<file path="src/rtl/virtio_queue_event_tracker.sv">
// Per-virtqueue saturating pending-event counters with a round-robin valid/ready
// offer port; each accepted offer carries a wrapping per-queue sequence index.
module virtio_queue_event_tracker #(
    parameter int unsigned NUM_QUEUES = 3,
    parameter int unsigned CNT_W      = 4,
    parameter int unsigned IDX_W      = 16,
    localparam int unsigned QID_W     = (NUM_QUEUES > 1) ? $clog2(NUM_QUEUES) : 1
) (
    input  logic                          clk,
    input  logic                          csr_rst,
    input  logic [NUM_QUEUES-1:0]         q_enable,
    input  logic [NUM_QUEUES-1:0]         evt_set,
    input  logic [NUM_QUEUES-1:0]         ovf_clr,
    output logic                          evt_valid,
    output logic [QID_W-1:0]              evt_qid,
    output logic [IDX_W-1:0]              evt_idx,
    input  logic                          evt_ready,
    output logic [NUM_QUEUES-1:0]         pending,
    output logic [NUM_QUEUES*CNT_W-1:0]   pending_cnt,
    output logic [NUM_QUEUES-1:0]         ovf_sticky
);

    localparam logic [CNT_W-1:0] CNT_MAX = {CNT_W{1'b1}};

    typedef enum logic [1:0] {IDLE, OFFER, BUBBLE} state_t;

    state_t                  state_q, state_d;
    logic [CNT_W-1:0]        cnt_q [NUM_QUEUES];
    logic [CNT_W-1:0]        cnt_d [NUM_QUEUES];
    logic [IDX_W-1:0]        seq_q [NUM_QUEUES];
    logic [NUM_QUEUES-1:0]   pending_q, ovf_q;
    logic [NUM_QUEUES-1:0]   eligible_c, acc_vec_c, set_sat_c;
    logic                    valid_q, valid_d;
    logic [QID_W-1:0]        qid_q, qid_d, rr_q, rr_d;
    logic [IDX_W-1:0]        idx_q, idx_d;
    logic [QID_W-1:0]        grant_qid_c, cand_c;
    logic                    grant_found_c;
    logic                    accept_c;

    assign accept_c = valid_q & evt_ready;

    // Per-queue counter next-state; disable flush beats everything, set+accept cancel out.
    always_comb begin
        eligible_c = '0;
        acc_vec_c  = '0;
        set_sat_c  = '0;
        for (int unsigned q = 0; q < NUM_QUEUES; q++) begin
            cnt_d[q]      = cnt_q[q];
            acc_vec_c[q]  = accept_c && (qid_q == QID_W'(q));
            eligible_c[q] = q_enable[q] && (cnt_q[q] != '0);
            if (!q_enable[q]) begin
                cnt_d[q] = '0;
            end else if (evt_set[q] && !acc_vec_c[q]) begin
                if (cnt_q[q] == CNT_MAX) begin
                    set_sat_c[q] = 1'b1;
                end else begin
                    cnt_d[q] = cnt_q[q] + CNT_W'(1);
                end
            end else if (acc_vec_c[q] && !evt_set[q] && (cnt_q[q] != '0)) begin
                cnt_d[q] = cnt_q[q] - CNT_W'(1);
            end
        end
    end

    // Round-robin search starting at rr_q over registered counters.
    always_comb begin
        grant_found_c = 1'b0;
        grant_qid_c   = '0;
        cand_c        = '0;
        for (int unsigned i = 0; i < NUM_QUEUES; i++) begin
            cand_c = QID_W'((32'(rr_q) + i) % NUM_QUEUES);
            if (!grant_found_c && eligible_c[cand_c]) begin
                grant_found_c = 1'b1;
                grant_qid_c   = cand_c;
            end
        end
    end

    always_ff @(posedge clk) begin
        if (csr_rst) begin
            for (int unsigned q = 0; q < NUM_QUEUES; q++) begin
                cnt_q[q] <= '0;
                seq_q[q] <= '0;
            end
            pending_q <= '0;
            ovf_q     <= '0;
        end else begin
            for (int unsigned q = 0; q < NUM_QUEUES; q++) begin
                cnt_q[q]     <= cnt_d[q];
                pending_q[q] <= (cnt_d[q] != '0);
                if (set_sat_c[q]) begin
                    ovf_q[q] <= 1'b1;
                end else if (ovf_clr[q]) begin
                    ovf_q[q] <= 1'b0;
                end
                if (acc_vec_c[q]) begin
                    seq_q[q] <= seq_q[q] + IDX_W'(1);
                end
            end
        end
    end

    always_ff @(posedge clk) begin
        if (csr_rst) begin
            state_q <= IDLE;
            valid_q <= 1'b0;
            qid_q   <= '0;
            idx_q   <= '0;
            rr_q    <= '0;
        end else begin
            state_q <= state_d;
            valid_q <= valid_d;
            qid_q   <= qid_d;
            idx_q   <= idx_d;
            rr_q    <= rr_d;
        end
    end

    // Offer FSM: the bubble lets the decremented count settle before re-arbitration.
    always_comb begin
        state_d = state_q;
        valid_d = valid_q;
        qid_d   = qid_q;
        idx_d   = idx_q;
        rr_d    = rr_q;
        case (state_q)
            IDLE: begin
                if (grant_found_c) begin
                    valid_d = 1'b1;
                    qid_d   = grant_qid_c;
                    idx_d   = seq_q[grant_qid_c];
                    state_d = OFFER;
                end
            end
            OFFER: begin
                if (evt_ready) begin
                    valid_d = 1'b0;
                    rr_d    = (qid_q == QID_W'(NUM_QUEUES - 1)) ? '0 : qid_q + QID_W'(1);
                    state_d = BUBBLE;
                end
            end
            BUBBLE:  state_d = IDLE;
            default: state_d = IDLE;
        endcase
    end

    always_comb begin
        pending_cnt = '0;
        for (int unsigned q = 0; q < NUM_QUEUES; q++) begin
            pending_cnt[q*CNT_W +: CNT_W] = cnt_q[q];
        end
    end

    assign evt_valid  = valid_q;
    assign evt_qid    = qid_q;
    assign evt_idx    = idx_q;
    assign pending    = pending_q;
    assign ovf_sticky = ovf_q;

endmodule

</file>
<file path="config.mk">
export PLATFORM = sky130hd
export DESIGN_NAME = virtio_queue_event_tracker
export DESIGN_NICKNAME = d
export VERILOG_FILES = /design/src/rtl/virtio_queue_event_tracker.sv
export SDC_FILE = /design/constraint.sdc
export NUM_CORES = 1
export LEC_CHECK = 0
export CORE_MARGIN = 10
export CORE_UTILIZATION = 35
export CTS_BUF_LIST = sky130_fd_sc_hd__clkbuf_4
export CTS_CLUSTER_DIAMETER = 120
export DETAILED_ROUTE_END_ITERATION = 16
export HOLD_SLACK_MARGIN = 0.12
export SLEW_MARGIN = 40
export SYNTH_ARGS = -nofsm -noshare
export SYNTH_HDL_FRONTEND = slang
export SYNTH_SLANG_ARGS = --single-unit
</file>
<file path="constraint.sdc">
create_clock -name clk -period 2.2 [get_ports clk]
set_clock_uncertainty 0.05 [all_clocks]
set_input_delay 0.44 -clock clk [delete_from_list [all_inputs] [get_ports clk]]
set_output_delay 0.44 -clock clk [all_outputs]
set_load 0.01 [all_outputs]
</file>
==> results of run 1 <==
## worst paths after layout
| kind | startpoint | end | slack (ps) | cells after the start |
|---|---|---|---|---|
| setup / recovery | cnt_q[0][4] | evt_qid[1] | -40 | 9 |
| hold / removal | state_q[1] | state_q[0] | 400 | 1 |
| setup reg to reg | cnt_q[0][4] | evt_qid[1] | -40 | 9 |
| hold reg to reg | state_q[1] | state_q[0] | 400 | 1 |
## flip-flops by register name, summed over array words and instances, names as in the netlist
name / count
seq_q: 48
evt_idx: 16
cnt_q: 12
ovf_sticky: 3
pending: 3
evt_qid: 2
rr_q: 2
state_q: 2
evt_valid: 1
## metrics by stage
step / std cells / setup TNS, ps / hold WS, ps
floorplan: 538 / 0 / 352
global placement: 792 / -3570 / 370
detailed placement: 792 / -4250 / 375
CTS: 809 / -21.1 / 402
global route: 819 / -1030 / 433
finish: 819 / -84.4 / 399
## cell families after synthesis
kind of cell             after synthesis  synth area share
adder cells (fa/ha/maj)               11            0.0274
XOR/XNOR                              45            0.0784
AO/OA/AOI/OAI                        125             0.161
flip-flops                            89             0.450
AND/OR/NAND/NOR                      215             0.233
multiplexers                           5            0.0105
buffers and inverters                 48            0.0401
## worst register-to-register path, stage by stage (launching register included)
cell and delay, ps:
sky130_fd_sc_hd__dfxtp_4 370, sky130_fd_sc_hd__inv_2 60, sky130_fd_sc_hd__ha_4 140, sky130_fd_sc_hd__or3b_4 430, sky130_fd_sc_hd__a31oi_1 230, sky130_fd_sc_hd__nand4_1 130
sky130_fd_sc_hd__buf_6 160, sky130_fd_sc_hd__clkbuf_16 160, sky130_fd_sc_hd__or3_1 300, sky130_fd_sc_hd__a21oi_1 140
## timing repair
item | in CTS | in global routing
pin swaps | 3 | 9
buffers inserted | 1 | 6
setup endpoints to repair | 21 | 20
cloned | 0 | 4
resized for setup | 10 | 72
## cell usage after synthesis, drive strengths merged, types with 16 or more instances
cell type   n
clkbuf     20
xor2       32
a21oi      30
o21ai      40
nor2       56
dfxtp      41
o22ai      18
o31ai      16
edfxtp     48
nand3      24
nand2      25
inv        18
nor2b      22
## area by class of cell
cell class                 instances  share of cell area
inverter                          18              0.0101
tap                              180              0.0326
timing repair buffer             115               0.172
clock buffer                      11              0.0120
clock inverter                     5             0.00815
sequential                        89               0.331
multi-input combinational        401               0.434
## per-layer routing
layer,share of wire,wire length [um],GRT usage
met2,0.47,6330,0.200
met3,0.052,700,0.0391
met5,0,0,0
met1,0.47,6350,0.166
met4,0.0054,73,0.0332
## power by group
part / total [uW] / switching, uW / internal, uW
clock network: 961 / 588 / 373
logic: 1040 / 509 / 535
registers: 1990 / 120 / 1870
==> flow_metrics.tcl, run 1 <==
set metrics [dict create \
    run_status "finished with violations" \
    violations "setup timing" \
    path_max_fanout 8 \
    synth.net_count 561 \
    worst_path_max_delay_cell "sky130_fd_sc_hd__or3b_4" \
    grt_start_max_net_pins 46 \
    setup_viol 5 \
    crit_share_post_route 1.02 \
    antenna_found_initial 0 \
    worst-endpoint-required_ps 2540 \
    core-area_mm2 0.0140 \
    final_cell_area_mm2 0.00691 \
    cp-end-kind "flop" \
    number_of_storage_elements_in_the_synthesis_netlist 89 \
    timing_worst_setup_path_type "reg2reg" \
    drt_first_pass_iters 5 \
    floorplan.initialDensity 0.359 \
    cts-root-buf "sky130_fd_sc_hd__clkbuf_4" \
    starting_drc_count_in_detailed_routing 350 \
    globalRouteOverflowTotal 0 \
    power_leakage_uw 0.00244 \
    layout-drive-gt1-share 0.250 \
    maximum_level_of_the_cts_h_tree 3 \
    wire_length_of_the_first_global_routing_pass_um 20900 \
    fillerInstances 1287 \
    critPathBufInv 3 \
    placed_cell_area_mm2 0.00618 \
    worst_hold_path_type "reg2reg" \
    mostFrequentLayoutCells "sky130_fd_sc_hd__nor2_1, sky130_fd_sc_hd__buf_4, sky130_fd_sc_hd__clkdlybuf4s50_1, sky130_fd_sc_hd__edfxtp_1, sky130_fd_sc_hd__o21ai_0" \
    detail_route.wl_per_cell_um 16.4 \
    fin_util 0.494 \
    netlist_top_cells_area "sky130_fd_sc_hd__edfxtp_1, sky130_fd_sc_hd__dfxtp_1, sky130_fd_sc_hd__xor2_1, sky130_fd_sc_hd__nor2_1, sky130_fd_sc_hd__o21ai_0" \
    cp_data_arrival_time_ps 2580 \
    syn_area_mm2 0.00503 \
    final.setup.worst_slack_ps -36.0 \
    synth_cell_type_count 57 \
    die-area_mm2 0.0196 \
    clock_sinks 89 \
    peakVddDrop_v 0.000439 \
    routed_via_density 5.28 \
    grt_setup_unrepaired "true" \
    io_pins 49 \
    cts_max_path_buffers 2 \
    synthCells 538 \
    finalNetCount 657 \
    setup.worst_path.start_class "flop" \
    layout_min_cycle_time_ps 2240 \
    timing.critical_path.max_delay_family "simple AND/OR/NAND/NOR gates" \
    fmax_mhz 447 \
    postSynth.asyncResetShare 0 \
    seq_area_frac_synth 0.450 \
    worst_slew_pin_tran_ps 495 \
    worst_slew_margin_rel 0.669 \
    tritoncts "built" \
    multi_input_comb_area_mm2 0.00300 \
    total_clock_buffers_created_by_cts 9 \
    most_common_library_cell_in_the_layout_ignoring_fill_and_taps "sky130_fd_sc_hd__nor2_1" \
    detail_route.drc_violations 0 \
    power_per_cell_area_mw_per_mm2 578 \
    library_cell_occupying_the_most_area_in_the_post_synthesis_netlist "sky130_fd_sc_hd__edfxtp_1" \
    pre_cts_ws_ps -338 \
    synth_largest_type_area_fraction 0.287 \
    cts_hold_repair.buffers 0 \
    flow.area_growth_from_synthesis_pct 37.4 \
    timing.final.hold_violations 0 \
    synthesis.yosys.warnings 0 \
    routed-via-count 4324 \
    syn_avg_cell_area_um2 9.34 \
    track_usage 0.128 \
    drtAntennaViolNets 0 \
    worstSkewPairLatency_ps 470 \
    critical-path-max-stage-delay_ps 430 \
    wirelength_um 13500 \
    path_clk_slew_ps 140 \
    register_area_mm2 0.00229 \
    final_total_pwr_uw 3990 \
    max_slew_violation_total_from_the_final_report 0 \
    numPortBuffers 48 \
    gp_congestion 0.878 \
    edff_count_synth 48 \
    hpwl_um 9130 \
    row_count 43 \
    ys.flop_type "sky130_fd_sc_hd__edfxtp_1" \
    fp.dieW_um 140 \
    max_cap_viol 0 \
    antenna_cells 0 \
    crit_chain "inv_2, ha_4, or3b_4, a31oi_1, nand4_1, buf_6, clkbuf_16, or3_1, a21oi_1" \
    grt_pass1_vias 4130 \
    height_of_the_chip_um 140 \
]
(Power assumes the default switching activity.)
==> inputs of run 2 (changes only) <==
--- a/config.mk
+++ b/config.mk
@@ -6,7 +6,7 @@
 export NUM_CORES = 1
 export LEC_CHECK = 0
 export CORE_MARGIN = 10
-export CORE_UTILIZATION = 35
+export CORE_UTILIZATION = 40
 export CTS_BUF_LIST = sky130_fd_sc_hd__clkbuf_4
 export CTS_CLUSTER_DIAMETER = 120
 export DETAILED_ROUTE_END_ITERATION = 16
==> flow_metrics.tcl, run 2 (synthesis results as in run 1) <==
set metrics [dict create \
    layout_min_cycle_time_ps 2210 \
    path_max_fanout 17 \
    worstSkewPairLatency_ps 470 \
    height_of_the_chip_um 132 \
    final_total_pwr_uw 3730 \
    row_count 40 \
    switching_share 0.310 \
    max_slew_violation_total_from_the_final_report 0 \
    cp_data_arrival_time_ps 2570 \
    drtAntennaViolNets 0 \
    wire_length_of_the_first_global_routing_pass_um 21100 \
    cts_max_path_buffers 2 \
    floorplan.initialDensity 0.413 \
    fmax_mhz 452 \
    sequential_fraction_of_design_power 0.529 \
    numPortBuffers 48 \
    path_clk_slew_ps 150 \
    power_switching_uw 1150 \
    setup_viol 1 \
    fillerInstances 1102 \
    clock_sinks 89 \
    cp-end-kind "flop" \
    cts_hold_repair.buffers 0 \
    pre_cts_ws_ps -236 \
    routed-via-count 4316 \
    intPower_uw 2570 \
    antenna_found_initial 0 \
    track_usage 0.145 \
    detail_route.wl_per_cell_um 16.5 \
    mostFrequentLayoutCells "sky130_fd_sc_hd__nor2_1, sky130_fd_sc_hd__clkdlybuf4s50_1, sky130_fd_sc_hd__edfxtp_1" \
    max_cap_viol 0 \
    power_leakage_uw 0.00232 \
    setup.worst_path.start_class "flop" \
    routed_via_density 5.40 \
    detail_route.drc_violations 0 \
    core-area_mm2 0.0122 \
    fp.dieW_um 132 \
    largest_register_ff_count 48 \
    worst_slew_margin_rel 0.655 \
    crit_share_post_route 1.00 \
    die-area_mm2 0.0174 \
    worst-endpoint-required_ps 2560 \
    globalRouteOverflowTotal 0 \
    drt_first_pass_iters 4 \
    cts-root-buf "sky130_fd_sc_hd__clkbuf_4" \
    grt_start_max_net_pins 46 \
    layout-drive-gt1-share 0.203 \
    finalNetCount 649 \
    grt_setup_unrepaired "true" \
    clockPowerShare 0.228 \
    gp_congestion 0.830 \
    hpwl_um 9070 \
    peakVddDrop_v 0.000453 \
    worst_hold_path_type "reg2reg" \
    tritoncts "built" \
    timing.final.hold_violations 0 \
    run_status "finished with violations" \
    final.setup.worst_slack_ps -10.8 \
    io_pins 49 \
    power_per_cell_area_mw_per_mm2 572 \
    power_frac_comb 0.243 \
    violations "setup timing" \
    wirelength_um 13200 \
    timing_worst_setup_path_type "reg2reg" \
    regMostFlops "seq_q" \
    maximum_level_of_the_cts_h_tree 3 \
    total_clock_buffers_created_by_cts 9 \
    flow.area_growth_from_synthesis_pct 29.5 \
    grt_pass1_vias 4140 \
    starting_drc_count_in_detailed_routing 272 \
    most_common_library_cell_in_the_layout_ignoring_fill_and_taps "sky130_fd_sc_hd__nor2_1" \
    worst_slew_pin_tran_ps 516 \
]
-- run 2: area by class of cell --
cell class | count | area, um2 | share of cell area
tap | 168 | 210 | 0.0323
antenna | 1 | 2.50 | 0.000384
clock buffer | 10 | 75.1 | 0.0115
multi-input combinational | 402 | 2750 | 0.422
inverter | 18 | 70.1 | 0.0108
sequential | 89 | 2290 | 0.351
timing repair buffer | 106 | 1080 | 0.165
clock inverter | 6 | 41.3 | 0.00634
-- run 2: path summary, 6_finish.rpt --
check | start | to | slack [ps] | cells after the start
worst max-delay path | cnt_q[0][8] | evt_qid[0] | -10 | 8
worst min-delay path | state_q[1] | state_q[0] | 400 | 1
worst max register to register | cnt_q[0][8] | evt_qid[0] | -10 | 8
worst min register to register | state_q[1] | state_q[0] | 400 | 1
-- run 2: stage by stage --
step                      setup TNS, ps  std cells  area (um2)   util  hold slack [ps]
final                             -10.8        800        6510  0.535              395
after CTS                         -27.1        792        6270  0.516              398
after floorplan                       0        538        5100      -              352
after detailed placement          -4130        777        6150  0.505              372
after global placement            -3450        777        6150  0.505              360
after global routing               -769        799        6510  0.535              452
-- run 2: timing repair --
action                                  in CTS  in global routing
resized for setup                            9                 27
pin swaps                                    3                 18
endpoints found under the setup margin      20                 21
buffers inserted                             0                  4
gates cloned                                 0                  3
-- run 2: per-layer routing --
metal | vias to the layer above | routed length [um] | track usage
met4 | 0 | 293 | 0.0525
met5 | - | 0 | 0
li1 | 2144 | - | -
met2 | 112 | 5810 | 0.223
met1 | 2037 | 6320 | 0.187
met3 | 23 | 737 | 0.0446
-- run 2: critical path, cell delays in order (launching register included) --
cell                      delay [ps]
sky130_fd_sc_hd__dfxtp_4         380
sky130_fd_sc_hd__inv_4            60
sky130_fd_sc_hd__ha_4            130
sky130_fd_sc_hd__or3b_4          410
sky130_fd_sc_hd__a31o_1          230
sky130_fd_sc_hd__a211o_1         290
sky130_fd_sc_hd__buf_12          180
sky130_fd_sc_hd__or3_1           310
sky130_fd_sc_hd__a21oi_1         120
-- run 2: power by group through the flow --
stage	sequential (uW)	clock, uW	combinational (uW)
global placement	2000	0	798
floorplan	2010	0	425
global route	1990	936	987
detailed placement	2000	0	813
finish	1970	851	906
CTS	1970	880	819
==> inputs of run 3 (changes only) <==
--- a/config.mk
+++ b/config.mk
@@ -6,7 +6,7 @@
 export NUM_CORES = 1
 export LEC_CHECK = 0
 export CORE_MARGIN = 10
-export CORE_UTILIZATION = 40
+export CORE_UTILIZATION = 33
 export CTS_BUF_LIST = sky130_fd_sc_hd__clkbuf_4
 export CTS_CLUSTER_DIAMETER = 120
 export DETAILED_ROUTE_END_ITERATION = 16
==> flow_metrics.tcl, run 3 (synthesis results as in run 1) <==
set metrics [dict create \
    flow.area_growth_from_synthesis_pct 35.2 \
    critPathBufInv 2 \
    wire_length_of_the_first_global_routing_pass_um 21500 \
    cts-root-buf "sky130_fd_sc_hd__clkbuf_4" \
    gp_congestion 0.862 \
    max_slew_violation_total_from_the_final_report 0 \
    drt_first_pass_iters 4 \
    timing.final.hold_violations 0 \
    wirelength_um 13800 \
    path_max_fanout 8 \
    maximum_level_of_the_cts_h_tree 3 \
    antenna_cells 0 \
    crit_share_post_route 1.02 \
    timing.critical_path.max_delay_family "simple AND/OR/NAND/NOR gates" \
    total_clock_buffers_created_by_cts 9 \
    io_pins 49 \
    violations "setup timing" \
    detail_route.drc_violations 0 \
    peakVddDrop_v 0.000376 \
    final.setup.worst_slack_ps -33.9 \
    mostFrequentLayoutCells "sky130_fd_sc_hd__nor2_1, sky130_fd_sc_hd__buf_4, sky130_fd_sc_hd__clkdlybuf4s50_1, sky130_fd_sc_hd__edfxtp_1, sky130_fd_sc_hd__o21ai_0" \
    antenna_found_initial 0 \
    clock_sinks 89 \
    power_per_cell_area_mw_per_mm2 563 \
    numPortBuffers 48 \
    final_total_pwr_uw 3830 \
    die-area_mm2 0.0206 \
    fillerInstances 1453 \
    worst_slew_margin_rel 0.694 \
    setup_viol 10 \
    worstSkewPairLatency_ps 470 \
    grt_setup_unrepaired "true" \
    routed-via-count 4396 \
    hpwl_um 9320 \
    regMostFlops "seq_q" \
    track_usage 0.130 \
    run_status "finished with violations" \
    grt_start_max_net_pins 46 \
    height_of_the_chip_um 143 \
    drtAntennaViolNets 0 \
    finalNetCount 656 \
    fp.dieW_um 143 \
    crit_chain "inv_4, ha_4, or3b_4, a22oi_2, a211o_4, or3_4, clkbuf_16, o31ai_4" \
    tritoncts "built" \
    dp.cells 799 \
    cts_max_path_buffers 2 \
    row_count 45 \
    worst-endpoint-required_ps 2560 \
    routed_via_density 5.32 \
    setup.worst_path.start_class "flop" \
    critical-path-max-stage-delay_ps 420 \
    final.setup.tns_ps -177 \
    most_common_library_cell_in_the_layout_ignoring_fill_and_taps "sky130_fd_sc_hd__nor2_1" \
    fin_cells 826 \
    layout-drive-gt1-share 0.241 \
    worst_path_max_delay_cell "sky130_fd_sc_hd__or3_4" \
    cp-end-kind "flop" \
    detail_route.wl_per_cell_um 16.8 \
    worst_slew_pin_tran_ps 458 \
    path_clk_slew_ps 140 \
    grt_pass1_vias 4195 \
    worst_hold_path_type "reg2reg" \
    floorplan.initialDensity 0.333 \
    cp_data_arrival_time_ps 2590 \
    timing.hold.ws_ps 388 \
    power_leakage_uw 0.00241 \
    fmax_mhz 448 \
    max_cap_viol 0 \
    timing_worst_setup_path_type "reg2reg" \
    globalRouteOverflowTotal 0 \
    layout_min_cycle_time_ps 2230 \
    core-area_mm2 0.0151 \
    largest_register_ff_count 48 \
    starting_drc_count_in_detailed_routing 251 \
]
[run 3: metal layers]
metal	vias to the layer above	part of all wire	track usage	wire length (um)
met3	16	0.058	0.0439	804
li1	2154	-	-	-
met2	94	0.46	0.202	6340
met1	2132	0.47	0.166	6490
met5	-	0	0	0
met4	0	0.015	0.0408	214
[run 3: final cells by class]
type | instances | area [um2] | share of cell area
clock buffer | 11 | 82.6 | 0.0122
clock inverter | 5 | 32.5 | 0.00479
inverter | 18 | 75.1 | 0.0110
multi-input combinational | 401 | 2910 | 0.428
sequential | 89 | 2290 | 0.337
tap | 188 | 235 | 0.0346
timing repair buffer | 114 | 1170 | 0.173
[run 3: report_power, final]
part	internal, uW	switching (uW)
clock network	254	572
logic	529	493
registers	1860	116
[run 3: stage by stage]
stage	setup slack, ps	utilization	cell area, um2
2_1_floorplan	5.72	-	5100
3_3_place_gp	-231	0.410	6190
3_5_place_dp	-234	0.410	6190
4_1_cts	-19.8	0.421	6350
5_1_grt	-97.4	0.450	6800
6_report	-33.9	0.450	6800
[run 3: final timing paths]
check | slack [ps] | to | depth (start not counted) | start
worst max-delay path | -30 | evt_idx[0] | 8 | cnt_q[0][8]
worst min-delay path | 390 | state_q[0] | 1 | state_q[1]
worst max register to register | -30 | evt_idx[0] | 8 | cnt_q[0][8]
worst min register to register | 390 | state_q[0] | 1 | state_q[1]
[run 3: timing repair]
item / 4_1_cts / 5_1_grt
setup endpoints to repair: 20 / 22
hold buffers: 0 / 0
gates cloned: 0 / 4
pin swaps: 4 / 18
buffers inserted: 0 / 7
gates resized for setup: 13 / 56
